===== config.mk =====
export PLATFORM = sky130hd
export DESIGN_NAME = uart_tx_feeder
export DESIGN_NICKNAME = d
export VERILOG_FILES = /design/src/rtl/uart_pkg.sv /design/src/rtl/uart_sync_fifo.sv /design/src/rtl/uart_tx_feeder.sv
export SDC_FILE = /design/constraint.sdc
export NUM_CORES = 1
export LEC_CHECK = 0
export BUFFER_PORTS_ARGS = -buffer_cell sky130_fd_sc_hd__buf_4
export CAP_MARGIN = 30
export CORE_UTILIZATION = 30
export CTS_CLUSTER_DIAMETER = 80
export DETAILED_ROUTE_END_ITERATION = 10
export PLACE_DENSITY_LB_ADDON = 0.12
export SYNTH_ARGS = -nofsm -noshare
export SYNTH_HDL_FRONTEND = slang
export SYNTH_SLANG_ARGS = --single-unit

===== constraint.sdc =====
create_clock -name clk -period 1.9 [get_ports clk]
set_clock_uncertainty 0.05 [all_clocks]
set_input_delay 0.095 -clock clk [delete_from_list [all_inputs] [get_ports clk]]
set_output_delay 0.095 -clock clk [all_outputs]
set_load 0.05 [all_outputs]

===== src/rtl/uart_pkg.sv =====
// Shared definitions for the UART transmit feeder: default sizing and the
// launch-sequencer state encoding.
package uart_pkg;

  localparam int DEFAULT_FEEDER_DEPTH = 8;
  localparam int DEFAULT_BUSY_TIMEOUT = 16;

  typedef enum logic [1:0] {
    IDLE      = 2'd0,
    LAUNCH    = 2'd1,
    WAIT_BUSY = 2'd2,
    WAIT_DONE = 2'd3
  } feeder_state_e;

endpackage


===== src/rtl/uart_sync_fifo.sv =====
// Single-clock byte FIFO with registered occupancy flags. A write is refused
// whenever the FIFO is full, even if a pop happens in the same cycle, and the
// refusal is reported as a one-cycle overflow pulse.
module uart_sync_fifo
  import uart_pkg::*;
#(
  parameter int DEPTH = DEFAULT_FEEDER_DEPTH
) (
  input  logic                     clk,
  input  logic                     rst,
  input  logic                     i_wr_en,
  input  logic [7:0]               i_wr_data,
  input  logic                     i_pop,
  output logic [7:0]               o_rd_data,
  output logic                     o_full,
  output logic                     o_empty,
  output logic [$clog2(DEPTH):0]   o_count,
  output logic                     o_overflow
);

  localparam int AW = $clog2(DEPTH);
  localparam logic [AW:0]   CNT_ONE    = (AW+1)'(1);
  localparam logic [AW:0]   CNT_FULL   = (AW+1)'(DEPTH);
  localparam logic [AW-1:0] PTR_ONE    = AW'(1);

  logic [7:0]    r_mem [DEPTH];
  logic [AW-1:0] r_wr_ptr;
  logic [AW-1:0] r_rd_ptr;
  logic [AW:0]   r_count;
  logic          r_full;
  logic          r_empty;
  logic          r_overflow;

  logic          w_push;
  logic          w_pop;
  logic [AW:0]   w_count_next;

  assign w_push = i_wr_en && !r_full;
  assign w_pop  = i_pop && !r_empty;

  // Next occupancy: a simultaneous push and pop cancel out.
  always_comb begin
    // NOTE: default assigned first so every path drives the signal and no latch is inferred.
    w_count_next = r_count;
    if (w_push && !w_pop) begin
      w_count_next = r_count + CNT_ONE;
    end else if (!w_push && w_pop) begin
      w_count_next = r_count - CNT_ONE;
    end
  end

  // Pointers, occupancy and flags; pointers wrap naturally since DEPTH is a power of two.
  always_ff @(posedge clk) begin
    // NOTE: non-blocking assignments so every register samples pre-edge values.
    if (rst) begin
      r_wr_ptr   <= '0;
      r_rd_ptr   <= '0;
      r_count    <= '0;
      r_full     <= 1'b0;
      r_empty    <= 1'b1;
      r_overflow <= 1'b0;
    end else begin
      if (w_push) r_wr_ptr <= r_wr_ptr + PTR_ONE;
      if (w_pop)  r_rd_ptr <= r_rd_ptr + PTR_ONE;
      r_count    <= w_count_next;
      r_full     <= (w_count_next == CNT_FULL);
      r_empty    <= (w_count_next == '0);
      r_overflow <= i_wr_en && r_full;
    end
  end

  // Byte storage.
  always_ff @(posedge clk) begin
    // NOTE: the array is deliberately not reset; pointers and count alone define which entries are valid.
    if (w_push) r_mem[r_wr_ptr] <= i_wr_data;
  end

  assign o_rd_data  = r_mem[r_rd_ptr];
  assign o_full     = r_full;
  assign o_empty    = r_empty;
  assign o_count    = r_count;
  assign o_overflow = r_overflow;

endmodule


===== src/rtl/uart_tx_feeder.sv =====
// Buffers host bytes and launches them one at a time into a UART transmitter.
// A byte leaves the FIFO only once the transmitter acknowledges it by raising
// TX_BUSSY; if that never happens the byte is relaunched and timeout sticks.
module uart_tx_feeder
  import uart_pkg::*;
#(
  parameter int DEPTH        = DEFAULT_FEEDER_DEPTH,
  parameter int BUSY_TIMEOUT = DEFAULT_BUSY_TIMEOUT
) (
  input  logic                     clk,
  input  logic                     rst,
  input  logic                     wr_en,
  input  logic [7:0]               wr_data,
  output logic                     full,
  output logic                     empty,
  output logic [$clog2(DEPTH):0]   count,
  output logic                     overflow,
  output logic [7:0]               TX_BYTE,
  output logic                     TX_VALID,
  input  logic                     TX_BUSSY,
  output logic                     timeout
);

  localparam int TW = $clog2(BUSY_TIMEOUT + 1);
  localparam logic [TW-1:0] TO_LAST = TW'(BUSY_TIMEOUT - 1);
  localparam logic [TW-1:0] TO_ONE  = TW'(1);

  feeder_state_e r_state;
  feeder_state_e w_state_next;
  logic [7:0]    r_tx_byte;
  logic [TW-1:0] r_to_cnt;
  logic [TW-1:0] w_to_cnt_next;
  logic          r_timeout;
  logic          w_load;
  logic          w_pop;
  logic          w_timeout_set;
  logic          w_tx_valid;
  logic [7:0]    w_head;

  uart_sync_fifo #(
    .DEPTH (DEPTH)
  ) u_fifo (
    .clk        (clk),
    .rst        (rst),
    .i_wr_en    (wr_en),
    .i_wr_data  (wr_data),
    .i_pop      (w_pop),
    .o_rd_data  (w_head),
    .o_full     (full),
    .o_empty    (empty),
    .o_count    (count),
    .o_overflow (overflow)
  );

  // Launch sequencer: next state, launch strobe, pop and busy-wait timing.
  always_comb begin
    w_state_next  = r_state;
    w_to_cnt_next = r_to_cnt;
    w_load        = 1'b0;
    w_pop         = 1'b0;
    w_timeout_set = 1'b0;
    w_tx_valid    = 1'b0;
    case (r_state)
      IDLE: begin
        if (!empty && !TX_BUSSY) begin
          w_load       = 1'b1;
          w_state_next = LAUNCH;
        end
      end
      LAUNCH: begin
        w_tx_valid    = 1'b1;
        w_to_cnt_next = '0;
        w_state_next  = WAIT_BUSY;
      end
      WAIT_BUSY: begin
        if (TX_BUSSY) begin
          w_pop        = 1'b1;
          w_state_next = WAIT_DONE;
        end else if (r_to_cnt == TO_LAST) begin
          w_timeout_set = 1'b1;
          w_state_next  = IDLE;
        end else begin
          w_to_cnt_next = r_to_cnt + TO_ONE;
        end
      end
      WAIT_DONE: begin
        if (!TX_BUSSY) w_state_next = IDLE;
      end
      default: w_state_next = IDLE;
    endcase
  end

  // State, launched byte (held until the next launch), wait counter and sticky timeout.
  always_ff @(posedge clk) begin
    if (rst) begin
      r_state   <= IDLE;
      r_tx_byte <= 8'h00;
      r_to_cnt  <= '0;
      r_timeout <= 1'b0;
    end else begin
      r_state  <= w_state_next;
      r_to_cnt <= w_to_cnt_next;
      if (w_load)        r_tx_byte <= w_head;
      if (w_timeout_set) r_timeout <= 1'b1;
    end
  end

  assign TX_BYTE  = r_tx_byte;
  assign TX_VALID = w_tx_valid;
  assign timeout  = r_timeout;

endmodule


Yosys cells after proc, flatten, opt, wreduce, memory -nomap -nowiden
Memories as Yosys holds them, arrays and structs flattened. A register that Yosys moved wholly into a read port is not among the register bits.
Cells that the tools add are included.
- equal/unequal tests: 10
- add/subtract/negate cells: 5
- muxes and demuxes: 20
- reductions and logical operators: 16
- operators by type and width (cell ; number):
    2-to-1 mux 1 bit ; 10
    2-to-1 mux 5 bit ; 2
    one-hot mux 5 bit (2 select lines) ; 1
    2-to-1 mux 2 bit ; 4
    2-to-1 mux 4 bit ; 2
    != test 2 bit (second input constant) ; 4
    one-hot mux 2 bit (4 select lines) ; 1
    adder 3 x 1 -> 3 bit (second input constant) ; 2
    logical AND 1 bit ; 6
    AND reduction 3 bit ; 2
    adder 5 x 1 -> 5 bit (second input constant) ; 1
    == test 5 x 4 -> 1 bit (second input constant) ; 1
    zero test 1 bit ; 5
    adder 4 x 1 -> 4 bit (second input constant) ; 1
    == test 2 bit (second input constant) ; 2
    == test 4 bit (second input constant) ; 1
    zero test 4 bit ; 1
    subtractor 4 x 1 -> 4 bit (second input constant) ; 1
    != test 3 bit (second input constant) ; 1
    == test 2 x 1 -> 1 bit (second input constant) ; 1
    zero test 2 bit ; 1
    nonzero test 2 bit ; 1
- memories kept: 1
- input bits: 12
- flip-flop bits (word level): 21
- output and inout port bits: 17
- RAM bits: 64
- memory list (name ; words ; bits a word ; rd ports ; clocked after memory_dff ; write ports ; RTL line ; text):
    u_fifo.r_mem ; 8 ; 8 ; 1 ; 1 ; 1 ; uart_sync_fifo.sv:26 ; logic [7:0] r_mem [DEPTH];

Depth between registers and ports, before layout
Gate-level depths: netlist (run 1).
- word-level depth: 7
- mapped depth: 7
- mapped depth without buffers: 7

By module
Synthesis (run 1) repeated with hierarchy kept, for this count alone.
- cells, all modules: 247
- area total of the unflattened synthesis: 3888.7 µm²
- by module, submodules not included (module ; seq. area each (µm²) ; times used ; area each (µm²) ; cells each):
    uart_sync_fifo ; 2242.2 ; 1 ; 3216.8 ; 177
    uart_tx_feeder ; 320.3 ; 1 ; 671.9 ; 70

Least setup slack after synthesis (run 1)
OpenSTA, ideal clock, no wires.
- path type: register to register
- start: reg u_fifo.r_full (netlist: u_fifo.o_full)
- end: mem u_fifo.r_mem[0][0], enable pin
- path buffers: 1
- stages on the path, launching flop included: 4
- arrival: 1.688 ns
- period minus slack after synthesis: 2.132 ns
- path slack: -0.232 ns
- cell sequence: dfxtp_1 > nand2b_1 > buf_2 > nor4_1
- word-level cells in the longest chain between the ends: 4
- RTL lines (item ; RTL line ; text):
    start, declared ; uart_sync_fifo.sv:30 ; logic r_full;
    start signal, assigned ; uart_sync_fifo.sv:66 ; r_full <= (w_count_next == CNT_FULL);
    zero test 1 bit ; uart_sync_fifo.sv:38 ; assign w_push = i_wr_en && !r_full;
    logical AND 1 bit ; uart_sync_fifo.sv:38 ;
    2-to-1 mux 1 bit ; uart_sync_fifo.sv:75 ; if (w_push) r_mem[r_wr_ptr] <= i_wr_data;
    2-to-1 mux 1 bit (implied by the code) ; uart_sync_fifo.sv:75 ;
    end, declared ; uart_sync_fifo.sv:26 ;
Every way passes these cells.

Worst setup path in the final report (run 1)
- start: reg r_to_cnt[0]
- end: reg r_to_cnt[3]
- word-level cells in the longest chain between the ends: 4
- RTL lines (item ; RTL line ; text):
    start, declared ; uart_tx_feeder.sv:31 ; logic [TW-1:0] r_to_cnt;
    start signal, assigned ; uart_tx_feeder.sv:102 ; r_to_cnt <= w_to_cnt_next;
    adder 5 x 1 -> 5 bit ; uart_tx_feeder.sv:83 ; w_to_cnt_next = r_to_cnt + TO_ONE;
    2-to-1 mux 5 bit ; uart_tx_feeder.sv:79 ; end else if (r_to_cnt == TO_LAST) begin
    2-to-1 mux 5 bit ; uart_tx_feeder.sv:76 ; if (TX_BUSSY) begin
    one-hot mux 5 bit (2 select lines) ; uart_tx_feeder.sv:63 ; case (r_state)
Parallel ways exist; a longest one is shown, timed or not. The select of a mux whose other input is x is not followed.
A chain may end at the register's enable or synchronous reset.

==> results.py, run 1 <==
metrics = {
    "hold_path": {
        "hold_class": "in2reg",
        "hold_path_startpoint": "rst",
        "holdPathEnd": "u_fifo.o_count[0]$_SDFF_PP0_",
        "min_path_cells": 2,
    },
    "yosys": {
        "synthSimpleGateAreaFrac_pct": 9.63,
        "synthesis.area_um2": 3750,
        "ys_ff_latch": 93,
        "syn_inst": 245,
        "synth.area.mux_share_pct": 12.8,
        "synth_compound_area_share_pct": 4.80,
        "yosysSeqAreaShare_pct": 66.7,
        "yosys.area_share.adder_pct": 2.00,
        "netlist_top_cells_count": "edfxtp_1, nor2_1, dfxtp_1, mux4_2, a211oi_1",
        "synth_area_per_cell_um2": 15.3,
        "synth_top_cell_by_area": "edfxtp_1",
        "synth_top_family_by_area": "multiplexers",
        "synth_edf_count": 64,
        "synthDistinctLibCells": 40,
        "synthTopCellsByArea": "edfxtp_1, dfxtp_1, mux4_2, nor2_1, mux2i_1",
        "yosysWarnings": 0,
        "synth-xor-area-share_pct": 1.63,
        "yosysMostFrequentCell": "edfxtp_1",
        "netlist.area_leader.share_pct": 51.2,
        "ys.flop_type": "edfxtp_1",
        "synth_nets": 263,
        "synthArstFlopShare_pct": 0,
    },
    "layout": {
        "layout-drive-gt1-share_pct": 30.6,
        "antenna_cells": 0,
        "syn2layout_area_growth_pct": 24.6,
        "final_nets": 320,
        "stdcell_count": 475,
        "multi_input_area_um2": 1190,
        "ff_latch_area_um2": 2500,
        "fillers": 1158,
    },
    "pwr": {
        "p_int_mw": 3.49,
        "finalPower_mw": 4.53,
        "ir_worst_vdd_uv": 492,
        "p_clk_share_pct": 37.8,
        "p_leak_nw": 1.62,
        "power_frac_seq_pct": 50.6,
        "p_sw_share_pct": 23.0,
        "pwr-share-comb_pct": 11.6,
        "cellPowerDensity_nw_per_um2": 968,
        "p_switching_mw": 1.04,
    },
    "floorplan": {
        "die_area_um2": 13000,
        "core_um2": 12100,
        "ioPinCount": 29,
        "die_h_um": 114,
        "initial_utilization_pct": 31.0,
        "rows": 40,
        "die_w_um": 114,
    },
    "clocking": {
        "cts_buffer_depth": 2,
        "clkSinkCount": 93,
        "ctsHtreeMaxLevel": 3,
        "path_clk_slew_ns": 0.06,
        "root_buffer": "clkbuf_16",
        "cts_buffers": 9,
        "clock_latency_ns": 0.34,
        "cts_tree": "yes",
    },
    "critical_path": {
        "slowest_stage": "dfxtp_1",
        "end_kind": "flip-flop",
        "timing.rr.start": "r_to_cnt[0]$_SDFFE_PP0P_",
        "crit_path_max_incr_delay_ns": 0.33,
        "cp-start-kind": "flip-flop",
        "worstRegToRegCells": 7,
        "rr_endpoint": "r_to_cnt[3]$_SDFFE_PP0P_",
        "critPathMostFrequentCell": "ha_2",
        "worstSetupPathType": "reg2reg",
        "crit_fanout": 4,
        "cp.required_ns": 2.11,
        "worstPathCellList": "ha_2, and3_1, ha_2, nor4b_4, nand4_1, xor2_1, nor3_1",
        "rrSetupSlack_ns": 0.1,
        "crit_arrival_ns": 2.01,
    },
    "timing": {
        "fin_crit_sh_pct": 95.0,
        "setup_viol": 0,
        "tightest_slew_ns": 0.313,
        "fmax_ghz": 0.554,
        "hold_violations": 0,
        "max-slew-margin-rel_pct": 78.5,
        "min_period_ns": 1.80,
        "maxSlewViolCount": 0,
    },
    "detailed_routing": {
        "routed_wl_um": 7170,
        "drcViolationCount": 0,
        "dr.pass1.iters": 4,
        "vias": 2132,
        "avgViaCountPerCell": 4.49,
        "ant_nets": 0,
        "routedWlPerCell_um": 15.1,
        "drtIter0Drc": 106,
    },
    "global_route": {
        "grt_antenna_before_repair": 0,
        "grt.overflow.total": 0,
        "grt_first_pass_wirelength_um": 11500,
        "grt_pass1_vias": 2114,
        "grt_max_degree": 31,
        "grtUsageTotal_pct": 12.4,
    },
    "flow_run": {
        "timing.max_cap.violations": 0,
    },
    "status": {
        "status": "finished clean",
    },
    "placement": {
        "numPortBuffers": 28,
        "place_inst": 449,
        "post-dp-hpwl_um": 4600,
        "gp_congestion": 0.741,
    },
}
flip-flops by register name (all words and copies together) (netlist names):
register,count
u_fifo.o_overflow,1
TX_BYTE,8
r_to_cnt,5
u_fifo.r_wr_ptr,3
timeout,1
u_fifo.o_empty,1
u_fifo.o_count,4
u_fifo.o_full,1
u_fifo.r_mem,64
u_fifo.r_rd_ptr,3
r_state,2
power groups by stage:
stage	registers [mW]	clock network, mW	logic [mW]
2_1_floorplan	2.45	0	0.226
3_3_place_gp	2.34	0	0.511
3_5_place_dp	2.34	0	0.512
4_1_cts	2.29	1.78	0.530
5_1_grt	2.30	1.86	0.570
6_report	2.29	1.71	0.524
cell families (layout without fill, tap and decap cells):
logic type / count (synthesis) / count (layout)
DFF: 93 / 93
adders and majority gates: 6 / 6
xor gates and xnor gates: 7 / 7
buffers and inverters: 16 / 78
muxes: 27 / 27
and+or+nand+nor: 70 / 70
AOI/OAI and AO/OA: 26 / 26
worst max-delay path: cells and delay by family, from the launching register on:
| family | cells | cell delay (ns) |
|---|---|---|
| xor gates and xnor gates | 1 | 0.16 |
| adders and majority gates | 2 | 0.40 |
| DFF | 1 | 0.33 |
| and+or+nand+nor | 4 | 0.77 |
per-stage QoR:
step | hold WS [ns] | setup TNS [ns] | worst slack (ns) | util, % | instance area [um^2]
finish | 0.0891 | 0 | 0.0954 | 38.6 | 4680
global route | 0.0911 | -0.00690 | -0.00690 | 38.6 | 4680
CTS | 0.0794 | 0 | 0.0199 | 38.5 | 4660
detailed placement | 0.283 | 0 | 0.0397 | 35.3 | 4280
global placement | 0.280 | 0 | 0.0763 | 35.3 | 4280
floorplan | 0.144 | -0.893 | -0.0372 | - | 3770
how the worst max path moves through the flow:
stage                                         from                      endpoint  cells after the start
final                     r_to_cnt[0]$_SDFFE_PP0P_      r_to_cnt[3]$_SDFFE_PP0P_                      7
after global routing      r_to_cnt[0]$_SDFFE_PP0P_      r_to_cnt[3]$_SDFFE_PP0P_                      7
after CTS                 r_to_cnt[0]$_SDFFE_PP0P_      r_to_cnt[3]$_SDFFE_PP0P_                      7
after detailed placement  r_to_cnt[0]$_SDFFE_PP0P_      r_to_cnt[3]$_SDFFE_PP0P_                      7
after global placement    r_to_cnt[0]$_SDFFE_PP0P_      r_to_cnt[3]$_SDFFE_PP0P_                      7
after floorplan           u_fifo.o_full$_SDFF_PP0_  u_fifo.r_mem[2][0]$_DFFE_PP_                      3
routing by layer:
metal | GRT usage (%) | vias to the layer above | share of wire [%]
met2 | 19.7 | 44 | 46
met5 | 0 | - | 0
met3 | 4.52 | 7 | 5.5
met4 | 3.90 | 0 | 1.2
met1 | 15.9 | 1042 | 47
li1 | - | 1039 | -
layout by cell type (no fill, tap or decap), types with 4 or more instances in the layout:
cell type      synthesis  routed
nor2_1                32      32
a211oi_1              10      10
inv_1                  4       4
dlygate4sd3_1          0      10
dfxtp_1               29      28
ha_1                   6       4
edfxtp_1              64      64
clkbuf_16              0       9
buf_4                  2      47
nand2_1                9       9
nand2b_1               4       4
mux2i_1                9       9
mux4_2                16      16
nor3_1                 5       4
clkbuf_2               0       4
xor2_1                 4       4
a21oi_1                7       7
cell type report:
class / count / area share, %
sequential: 93 / 53.5
multi-input combinational: 136 / 25.4
tap: 168 / 4.50
clock inverter: 2 / 0.749
timing repair buffer: 58 / 10.1
clock buffer: 14 / 5.33
inverter: 4 / 0.321
timing repair:
action,4_1_cts,5_1_grt
resized for setup,0,4
hold buffers,10,0
buffers inserted,0,0
setup endpoints to repair,0,2
hold endpoints to repair,66,0
Power figures use the tool's default switching activity.
==> run 2, diff against run 1 <==
Settings changed: RECOVER_POWER set to 25.
==> results.py, run 2 (synthesized netlist as in run 1, its figures left out) <==
metrics = {
    "clocking": {
        "cts_post_setup_buffers_inserted": 0,
        "ctsHtreeMaxLevel": 3,
        "clock_latency_ns": 0.34,
        "path_clk_slew_ns": 0.06,
        "cts_buffers": 9,
        "cts_tree": "yes",
        "clkSinkCount": 93,
        "cts_buffer_depth": 2,
        "root_buffer": "clkbuf_16",
    },
    "floorplan": {
        "die_area_um2": 13000,
        "core_um2": 12100,
        "initial_utilization_pct": 31.0,
        "rows": 40,
        "ioPinCount": 29,
        "die_h_um": 114,
        "die_w_um": 114,
    },
    "placement": {
        "post-dp-hpwl_um": 4600,
        "gp_congestion": 0.741,
        "dpl-instance-area_um2": 4280,
        "place_inst": 449,
        "numPortBuffers": 28,
    },
    "layout": {
        "final_nets": 320,
        "antenna_cells": 0,
        "design_area_um2": 4650,
        "final_cell_mix": "edfxtp_1, buf_4, nor2_1, dfxtp_1, mux4_2",
        "regMostFlops": "u_fifo.r_mem",
        "syn2layout_area_growth_pct": 23.9,
        "stdcell_count": 475,
        "layout-drive-gt1-share_pct": 28.3,
        "largest_register_ffs": 64,
        "final_common_cell": "edfxtp_1",
    },
    "critical_path": {
        "cp-start-kind": "flip-flop",
        "crit_fanout": 4,
        "cp.required_ns": 2.11,
        "worstSetupPathType": "reg2reg",
        "end_kind": "flip-flop",
        "crit_arrival_ns": 2.01,
    },
    "timing": {
        "setup_viol": 0,
        "tightest_slew_ns": 0.321,
        "min_period_ns": 1.80,
        "fin_crit_sh_pct": 94.7,
        "maxSlewViolCount": 0,
        "hold_violations": 0,
        "setup_tns_ns": 0,
        "fmax_ghz": 0.556,
        "max-slew-margin-rel_pct": 78.0,
    },
    "detailed_routing": {
        "routed_wl_um": 7140,
        "routedWlPerCell_um": 15.0,
        "drtIter0Drc": 90,
        "vias": 2121,
        "ant_nets": 0,
        "drcViolationCount": 0,
        "dr.pass1.iters": 4,
        "avgViaCountPerCell": 4.47,
    },
    "status": {
        "status": "finished clean",
    },
    "global_route": {
        "grt_antenna_before_repair": 0,
        "grtUsageTotal_pct": 12.4,
        "grt.overflow.total": 0,
        "grt_first_pass_wirelength_um": 11500,
        "grt_max_degree": 31,
        "grt_pass1_vias": 2114,
    },
    "pwr": {
        "cellPowerDensity_nw_per_um2": 972,
        "p_leak_nw": 1.59,
        "ir_worst_vdd_uv": 493,
        "finalPower_mw": 4.52,
    },
    "flow_run": {
        "timing.max_cap.violations": 0,
    },
    "hold_path": {
        "hold_class": "in2reg",
    },
}
run 2: changes by cell type in the layout (fill, tap and decap cells not counted):
cell      delta
clkbuf_1     +7
buf_4        -7
run 2: worst max-delay path: stages, from the launching register on:
cell and delay, ns:
dfxtp_1 0.33, ha_2 0.20, and3_1 0.18, ha_2 0.20
nor4b_4 0.33, nand4_1 0.15, xor2_1 0.16, nor3_1 0.11
run 2: cell type report:
type                    instances  area, um^2
fillers                      1164        7460
multi-input cells             136        1190
inverters                       4        15.0
clock buffers                  14         249
clock inverters                 2        35.0
flip-flops and latches         93        2500
repair buffers                 58         447
well taps                     168         210
run 2: per-layer routing:
layer  vias up  global-route usage, %  share of wire, %
met5         -                      0                 0
met1      1038                   15.9                48
met4         0                   3.90              0.91
met2        39                   19.7                46
met3         6                   4.52               4.7
li1       1038                      -                 -
run 2: worst paths after layout:
check / from / to / slack, ns / cells past startpoint
max: r_to_cnt[0]$_SDFFE_PP0P_ / r_to_cnt[3]$_SDFFE_PP0P_ / 0.1 / 7
max reg2reg: r_to_cnt[0]$_SDFFE_PP0P_ / r_to_cnt[3]$_SDFFE_PP0P_ / 0.1 / 7
min reg2reg: timeout$_SDFFE_PP0P_ / timeout$_SDFFE_PP0P_ / 0.43 / 2
min: rst / u_fifo.o_count[0]$_SDFF_PP0_ / 0.09 / 2
run 2: timing repair:
action	4_1_cts	5_1_grt
endpoints found under the setup margin	0	2
gates resized for setup	0	4
endpoints found under the hold margin	66	0
hold buffers	10	0
run 2: where the power goes:
group          leakage, nW  switching (mW)  internal, mW
registers            0.817          0.0484          2.24
logic                0.627           0.320         0.198
clock network        0.147           0.670          1.04
total                 1.59            1.04          3.48
run 2: per-stage QoR:
stage / worst slack, ns / util, % / hold slack, ns
6_report: 0.0999 / 38.4 / 0.0907
5_1_grt: -0.00690 / 38.4 / 0.0911
4_1_cts: 0.0199 / 38.5 / 0.0794
3_5_place_dp: 0.0397 / 35.3 / 0.283
3_3_place_gp: 0.0763 / 35.3 / 0.280
2_1_floorplan: -0.0372 / - / 0.144
==> run 3, diff against run 2 <==
Settings changed: SYNTH_HIERARCHICAL set to 1.
==> results.py, run 3 <==
metrics = {
    "yosys": {
        "synth_edf_count": 64,
        "synth_nets": 265,
        "synthDistinctLibCells": 40,
        "netlist.area_leader.share_pct": 49.4,
        "netlist_top_cells_count": "edfxtp_1, dfxtp_1, nor2_1, mux4_1, nand2_1",
        "yosysSeqAreaShare_pct": 65.9,
        "synthesis.area_um2": 3890,
        "synth_top_cell_by_area": "edfxtp_1",
        "yosysWarnings": 6,
        "synth-xor-area-share_pct": 1.58,
        "synthTopCellsByArea": "edfxtp_1, dfxtp_1, mux4_1, mux2_2, nor2_1",
        "syn_inst": 247,
        "ys.flop_type": "edfxtp_1",
        "synth_top_family_by_area": "multiplexers",
        "synthSimpleGateAreaFrac_pct": 9.36,
        "synth_compound_area_share_pct": 3.89,
        "yosysMostFrequentCell": "edfxtp_1",
        "synth_area_per_cell_um2": 15.7,
        "synth.area.mux_share_pct": 15.2,
        "synthArstFlopShare_pct": 0,
        "yosys.area_share.adder_pct": 1.93,
        "ys_ff_latch": 96,
    },
    "layout": {
        "final_common_cell": "edfxtp_1",
        "layout-drive-gt1-share_pct": 25.6,
        "largest_register_ffs": 64,
        "final_nets": 325,
        "final_cell_mix": "edfxtp_1, buf_4, dfxtp_1, nor2_1, mux4_1",
        "regMostFlops": "u_fifo/r_mem",
        "antenna_cells": 0,
        "syn2layout_area_growth_pct": 25.0,
        "design_area_um2": 4860,
        "fillers": 1221,
    },
    "placement": {
        "post-dp-hpwl_um": 4760,
        "dpl-instance-area_um2": 4450,
        "gp_congestion": 0.714,
        "numPortBuffers": 28,
    },
    "detailed_routing": {
        "avgViaCountPerCell": 4.60,
        "drtIter0Drc": 77,
        "drcViolationCount": 0,
        "routedWlPerCell_um": 15.9,
        "ant_nets": 0,
        "vias": 2228,
        "routed_wl_um": 7710,
        "dr.pass1.iters": 4,
    },
    "pwr": {
        "ir_worst_vdd_uv": 405,
        "p_sw_share_pct": 22.9,
        "p_leak_nw": 1.70,
        "p_clk_share_pct": 40.2,
        "cellPowerDensity_nw_per_um2": 941,
        "pwr-share-comb_pct": 9.0,
        "p_int_mw": 3.52,
        "finalPower_mw": 4.57,
        "p_switching_mw": 1.05,
        "power_frac_seq_pct": 50.8,
    },
    "timing": {
        "maxSlewViolCount": 0,
        "grt_setup_unrepaired": "false",
        "setup_viol": 0,
        "tightest_slew_ns": 0.360,
        "min_period_ns": 1.82,
        "setup_tns_ns": 0,
        "fmax_ghz": 0.548,
        "max-slew-margin-rel_pct": 76.0,
        "fin_crit_sh_pct": 96.0,
        "hold_violations": 0,
    },
    "floorplan": {
        "rows": 41,
        "die_area_um2": 13400,
        "die_w_um": 116,
        "core_um2": 12600,
        "initial_utilization_pct": 30.8,
        "ioPinCount": 29,
        "die_h_um": 116,
    },
    "clocking": {
        "path_clk_slew_ns": 0.06,
        "root_buffer": "clkbuf_16",
        "ctsHtreeMaxLevel": 3,
        "cts_tree": "yes",
        "clock_latency_ns": 0.34,
        "cts_buffer_depth": 2,
        "clkSinkCount": 96,
        "cts_buffers": 9,
    },
    "critical_path": {
        "cp.required_ns": 2.09,
        "worstSetupPathType": "reg2reg",
        "cp-start-kind": "flip-flop",
        "end_kind": "flip-flop",
        "crit_fanout": 5,
        "crit_arrival_ns": 2.02,
    },
    "global_route": {
        "grt_pass1_vias": 2195,
        "grt_antenna_before_repair": 0,
        "grt_first_pass_wirelength_um": 12100,
        "grt.overflow.total": 0,
        "grt_max_degree": 29,
        "grtUsageTotal_pct": 12.7,
    },
    "flow_run": {
        "timing.max_cap.violations": 0,
    },
    "status": {
        "status": "finished clean",
    },
    "hold_path": {
        "hold_class": "in2reg",
    },
}
run 3: cell types whose count changed after synthesis, sizes merged, moves of 2 or more:
| cell | delta |
|---|---|
| nand2b | +3 |
| nand2 | +5 |
| mux2 | +6 |
| dfxtp | +3 |
| nor2 | -10 |
| a21oi | +3 |
| nand3b | -2 |
| nand3 | +3 |
| a211oi | -9 |
| nor2b | -3 |
| o31ai | +2 |
| a311oi | +3 |
| and2b | +2 |
run 3: cell families (layout without fill, tap and decap cells):
kind of cell | after synthesis | in the layout
fa+ha+maj | 6 | 6
xor+xnor | 7 | 7
flops | 96 | 96
mux | 32 | 32
compound gates | 22 | 22
buf+inv | 15 | 80
simple gates | 69 | 69
run 3: what timing repair did:
item,CTS,global route
gates resized for setup,2,3
pin swaps,2,2
setup endpoints to repair,5,3
hold endpoints to repair,65,0
buffers inserted,0,1
hold buffers,9,0
run 3: area by class of cell:
| cell class | count | area, um^2 | share of cell area, % |
|---|---|---|---|
| well taps | 172 | 215 | 4.43 |
| clock inverters | 5 | 63.8 | 1.31 |
| multi-input cells | 136 | 1290 | 26.5 |
| inverters | 5 | 18.8 | 0.386 |
| repair buffers | 59 | 468 | 9.63 |
| flip-flops and latches | 96 | 2560 | 52.7 |
| clock buffers | 11 | 243 | 4.99 |
run 3: power by group through the flow:
| stage | logic [mW] | clock network [mW] | registers [mW] |
|---|---|---|---|
| final | 0.413 | 1.84 | 2.32 |
| after global routing | 0.453 | 1.98 | 2.33 |
| after CTS | 0.426 | 1.90 | 2.32 |
| after detailed placement | 0.409 | 0 | 2.37 |
| after global placement | 0.407 | 0 | 2.37 |
| after floorplan | 0.177 | 0 | 2.44 |
run 3: through the flow:
step / hold slack [ns] / cells / util (%) / setup slack [ns]
floorplan: 0.116 / 247 / - / -0.00602
global placement: 0.280 / 458 / 35.3 / 0.00926
detailed placement: 0.286 / 458 / 35.3 / -0.0443
CTS: 0.0239 / 483 / 38.4 / 0.0296
global route: 0.0878 / 484 / 38.5 / 0.00877
finish: 0.0346 / 484 / 38.5 / 0.0755
run 3: path summary, 6_finish.rpt:
check / start / end / slack (ns) / depth (start not counted)
worst min-delay path: TX_BUSSY / r_state[0]$_SDFFE_PP0P_ / 0.03 / 3
worst max-delay path: r_to_cnt[0]$_SDFFE_PP0P_ / r_to_cnt[3]$_SDFFE_PP0P_ / 0.08 / 7
worst min register to register: r_to_cnt[4]$_SDFFE_PP0P_ / r_to_cnt[4]$_SDFFE_PP0P_ / 0.42 / 2
worst max register to register: r_to_cnt[0]$_SDFFE_PP0P_ / r_to_cnt[3]$_SDFFE_PP0P_ / 0.08 / 7
run 3: critical path, cell delays in order (launching register included):
cell and delay [ns]:
dfxtp_1 0.31, ha_1 0.21, and3_4 0.19, ha_4 0.17, nor4b_4 0.23, buf_4 0.17, a41oi_2 0.12, a311oi_1 0.27
run 3: layer usage:
layer  vias to the layer above  routed length [um]  global-route usage (%)  share of wire [%]
met5                         -                   0                       0                  0
met4                         0                 192                    7.09                2.5
met3                        15                 174                    2.67                2.3
met2                        27                3870                    20.9                 50
met1                      1108                3470                    15.5                 45
li1                       1078                   -                       -                  -
